File: src/rtl/debug_uart_dump.sv
// Walks the core debug window and streams each address/value pair out as
// five UART 8N1 bytes: {0,addr}, data[31:24], data[23:16], data[15:8], data[7:0].
module debug_uart_dump #(
  parameter int unsigned CLK_DIV   = 868,
  parameter int unsigned ADDR_LAST = 63
) (
  input  logic        clk,
  input  logic        rst,
  input  logic        start,
  output logic [6:0]  debug_addr,
  input  logic [31:0] debug_data,
  output logic        txd,
  output logic        busy,
  output logic        done
);

  localparam int unsigned     BaudW    = (CLK_DIV > 1) ? $clog2(CLK_DIV) : 1;
  localparam logic [BaudW-1:0] BaudMax = BaudW'(CLK_DIV - 1);
  localparam logic [6:0]      AddrLast = 7'(ADDR_LAST);

  typedef enum logic [1:0] {
    StIdle,
    StSettle,
    StSend,
    StDone
  } state_e;

  state_e            state_q;
  logic [31:0]       word_q;
  logic [BaudW-1:0]  baud_q;
  logic [3:0]        bit_q;
  logic [2:0]        byte_q;

  logic [7:0]        tx_byte;
  logic              next_bit;

  // Byte currently on the wire and the level of the bit that follows bit_q.
  always_comb begin
    tx_byte = '0;
    case (byte_q)
      3'd0:    tx_byte = {1'b0, debug_addr};
      3'd1:    tx_byte = word_q[31:24];
      3'd2:    tx_byte = word_q[23:16];
      3'd3:    tx_byte = word_q[15:8];
      3'd4:    tx_byte = word_q[7:0];
      default: tx_byte = '0;
    endcase
    next_bit = (bit_q == 4'd8) ? 1'b1 : tx_byte[bit_q[2:0]];
  end

  always_ff @(posedge clk) begin
    if (rst) begin
      state_q    <= StIdle;
      debug_addr <= '0;
      txd        <= 1'b1;
      busy       <= 1'b0;
      done       <= 1'b0;
      word_q     <= '0;
      baud_q     <= '0;
      bit_q      <= '0;
      byte_q     <= '0;
    end else begin
      done <= 1'b0;
      unique case (state_q)
        StIdle: begin
          txd <= 1'b1;
          if (start) begin
            state_q    <= StSettle;
            debug_addr <= '0;
            busy       <= 1'b1;
          end
        end

        // debug_addr has had one full cycle through the core mux by now.
        StSettle: begin
          word_q  <= debug_data;
          txd     <= 1'b0;
          baud_q  <= '0;
          bit_q   <= '0;
          byte_q  <= '0;
          state_q <= StSend;
        end

        StSend: begin
          if (baud_q == BaudMax) begin
            baud_q <= '0;
            if (bit_q == 4'd9) begin
              bit_q <= '0;
              if (byte_q == 3'd4) begin
                txd <= 1'b1;
                if (debug_addr == AddrLast) begin
                  state_q <= StDone;
                  done    <= 1'b1;
                  busy    <= 1'b0;
                end else begin
                  debug_addr <= debug_addr + 7'd1;
                  state_q    <= StSettle;
                end
              end else begin
                byte_q <= byte_q + 3'd1;
                txd    <= 1'b0;
              end
            end else begin
              bit_q <= bit_q + 4'd1;
              txd   <= next_bit;
            end
          end else begin
            baud_q <= baud_q + 1'b1;
          end
        end

        StDone: begin
          txd     <= 1'b1;
          state_q <= StIdle;
        end

        default: state_q <= StIdle;
      endcase
    end
  end

endmodule

File: config.mk
export PLATFORM = sky130hd
export DESIGN_NAME = debug_uart_dump
export DESIGN_NICKNAME = d
export VERILOG_FILES = /design/src/rtl/debug_uart_dump.sv
export SDC_FILE = /design/constraint.sdc
export NUM_CORES = 1
export LEC_CHECK = 0
export ABC_AREA = 1
export ABC_CLOCK_PERIOD_IN_PS = 2550
export CORE_MARGIN = 3
export CORE_UTILIZATION = 54
export CTS_BUF_LIST = sky130_fd_sc_hd__clkbuf_16
export CTS_CLUSTER_DIAMETER = 30
export DETAILED_ROUTE_END_ITERATION = 8
export GPL_TIMING_DRIVEN = 0
export PLACE_DENSITY = 0.79
export SKIP_LAST_GASP = 1
export SYNTH_ARGS = -nofsm -noshare
export SYNTH_HDL_FRONTEND = slang
export SYNTH_SLANG_ARGS = --single-unit
File: constraint.sdc
create_clock -name clk -period 2.55 [get_ports clk]
set_clock_uncertainty 0.15 [all_clocks]
set_input_delay 0.765 -clock clk [delete_from_list [all_inputs] [get_ports clk]]
set_output_delay 0.765 -clock clk [all_outputs]
set_load 0.005 [all_outputs]
==> results.md <==
- Status: complete, no violations
- Hold Crit Depth: 2
- Vias in the first global route: 2,893
- Synthesized net count: around 500
- Dpl cells: 560
- Register Area: 1221 um2
- Post-route DRC: 0
- Detailed-route wire length per cell: 13.07 um
- Design area: 3895 um2
- GR Layer Usage met1: 31.33%
- Ant. Diodes: 0
- CTS root buf: clkbuf_16
- IO Pins: 45
- Die width: between 80 and 90 um
- Initial Util: 57.72%
- Port Buffer Count: 44
- Crit path max-delay family: buffers and inverters
- Hold Path Origin: busy
- Post-synthesis cell type count: 34
- Reg2Reg Setup Slack: 280 ps
- Largest cells by area after synthesis: dfxtp_1 40%, nor2_1 11%, nand2_1 9.8%
- Max-cap violation count: 0
- Met2 Use GR: 41.21%
- DR vias/cell: 5.222
- Core area: 5303 um2
- Cell taking the most area after synthesis: dfxtp_1
- Arr. time, crit path: 1370 ps
- Number of antenna violations at the first check in global routing: 0
- Period utilisation layout: 89.68%
- Relative slew slack: 60.53%
- Critical Path RT: 1640 ps
- Area taken by multi-input logic gates: 1592 um2
- Slowest stage cell, crit path: clkdlybuf4s50_1
- Starting DRT DRC Count: 134
- Ys flop type: dfxtp_1
- Leak: 1.630 nW
- Fill cell count: 414
- # Post-CTS Setup Buffers: 0
- Clk_lat worst skew: 330 ps
- Clock buffer count from CTS: 9
- Final Hold Vio Count: 0
- Sequential element share of the synthesized area: 39.90%
- H-tree levels: 3
- Pwr Density: 952.2 nW/um2
- WHS Endpoint: busy
- Dpl hpwl: 5531 um
- Worst hold path type: register to register
- ANT nets after route: 0
- Yosys warns: 0
- Worst slew pin tran: 592.1 ps
- CP Launch Type: register
- Total power: 3.709 mW
- First-pass GRT wire length: 12,790 um
- WS Path Type: register to primary output
- Mean Syn Cell Area: 6.862 um2
- Post-Route WL: 7530 um
- Setup ws final: between 200 and 300 ps
- Setup_tns: 0 ps
- Layout cells sized above 1: under 10%
- Worst path max stage delay: 560 ps
- Unrepaired setup endpoints after global routing: no
- GRT Resource Usage Total: about a quarter
- Highest clock rate: 437.3 MHz
- # nets final: 546
- Reg-to-Reg End: word_q[28]
- Synthesized flop and latch total: about 60
- Synth Instances: 446
- Area of the mapped netlist: around 3000 um2
- Syn-to-layout area delta: 27.27%
- Global route hottest layer: met2
- Crit end category: primary output
- Yosys top cell area share: 39.90%
- Minimum clock period: 2287 ps
- Initial DRT Pass Iterations: 5
- Gp weighted congestion: 0.9413
- PostCTS Resize Cnt: 0
- Gr ovfl total: 0
- Worst-case vdd ir drop: 0.8247 mV
- Synth async-reset ratio: 0%
- Layout Cells excl Fill: 576
- Placement Cell Area: 3588 um2
- Worst hold slack: 314.1 ps
- DIE HEIGHT: between 80 and 90 um
- R2r startpoint: state_q[1]
- Largest net degree at the start of global routing: 11
- Num rows: 26
- Die ar.: around 6600 um2
- Clk slew on worst S/H paths: 50 ps
- CP Buf/Inv Count: 1
- CTS tree: done
- Dpl ws: 258.2 ps
- DR vias: 3,008
- Slew Limit Fails: 0
- Met3 usage: 7.206%
- Maximum root-to-sink buffer count: 2
- # clock sinks: between 60 and 70
- # hold bufs at CTS: 0
- Crit path cell chain: clkdlybuf4s50_1
- Post-synth EDFFs: 0
- Final setup violation count: 0
- Reg2Reg Depth: 8
- Fin util: 73.45%
- Worst-path maximum fanout: 6
sequential cells by signal (all words and copies together), names as in the netlist:
register,flops
baud_q,10
byte_q,3
txd,1
done,1
word_q,32
debug_addr,7
state_q,2
busy,1
bit_q,4
cells by family (layout without fill, tap and decap cells):
kind of cell	count (synthesis)	count (layout)	share of synthesized area, %
simple gates	226	226	31.68
buf+inv	64	124	8.095
compound gates	77	77	13.94
flops	61	61	39.90
xor+xnor	8	8	2.290
fa+ha+maj	10	10	4.088
cells in the final DEF, fill, tap and decap left out, drive strengths merged, types with 2 or more instances in the layout:
master	count
a21oi	29
buf	2
bufinv	2
clkbuf	20
clkdlybuf4s50	44
clkinv	5
dfxtp	61
ha	10
inv	51
nand2	85
nand3	26
nand4	8
nor2	96
nor3	8
o21ai	44
xnor2	2
xor2	6
worst max-delay path by stage:
stage                   from       endpoint  slack, ps  cells past startpoint
2_1_floorplan     state_q[0]      baud_q[8]        720                      7
3_3_place_gp             rst     word_q[13]        250                      5
3_5_place_dp             rst     word_q[13]        260                      5
4_1_cts        debug_addr[4]  debug_addr[4]        250                      1
5_1_grt           state_q[1]     word_q[28]        110                      8
6_report       debug_addr[4]  debug_addr[4]        260                      1
per-layer routing:
layer  up-vias  wire length, um  part of all wire, %
met5         -                0                    0
met4         0              109                  1.4
met3        14              499                  6.6
met2        87             3534                   47
met1      1374             3387                   45
li1       1533                -                    -
cell type report:
cell class / instances / share of cell area, %
Clock inverter: 7 / 2.088
Buffer: 13 / 1.349
Clock buffer: 9 / 5.782
Sequential cell: 61 / 31.35
Multi-Input combinational cell: 321 / 40.86
Tap cell: 70 / 2.249
Timing Repair Buffer: 44 / 11.31
Inverter: 51 / 5.011
power by group:
part,switching [mW],total (mW),internal (mW)
registers,0.123,1.30,1.18
logic,0.749,1.15,0.404
clock network,0.416,1.26,0.840
Yosys cell counts, types with 2 or more instances:
library cell  number
inv_1             44
a21oi_1           25
clkbuf_1          11
o21ai_0           39
nand2_1           80
nand2_2            4
inv_2              5
a21oi_2            4
nand3_1           26
o21ai_2            2
xnor2_1            2
nor2_1            93
xor2_1             6
o21ai_1            2
nand4_1            8
nor3_1             7
nor2_2             2
dfxtp_1           61
ha_1              10
Power figures use the tool's default switching activity.
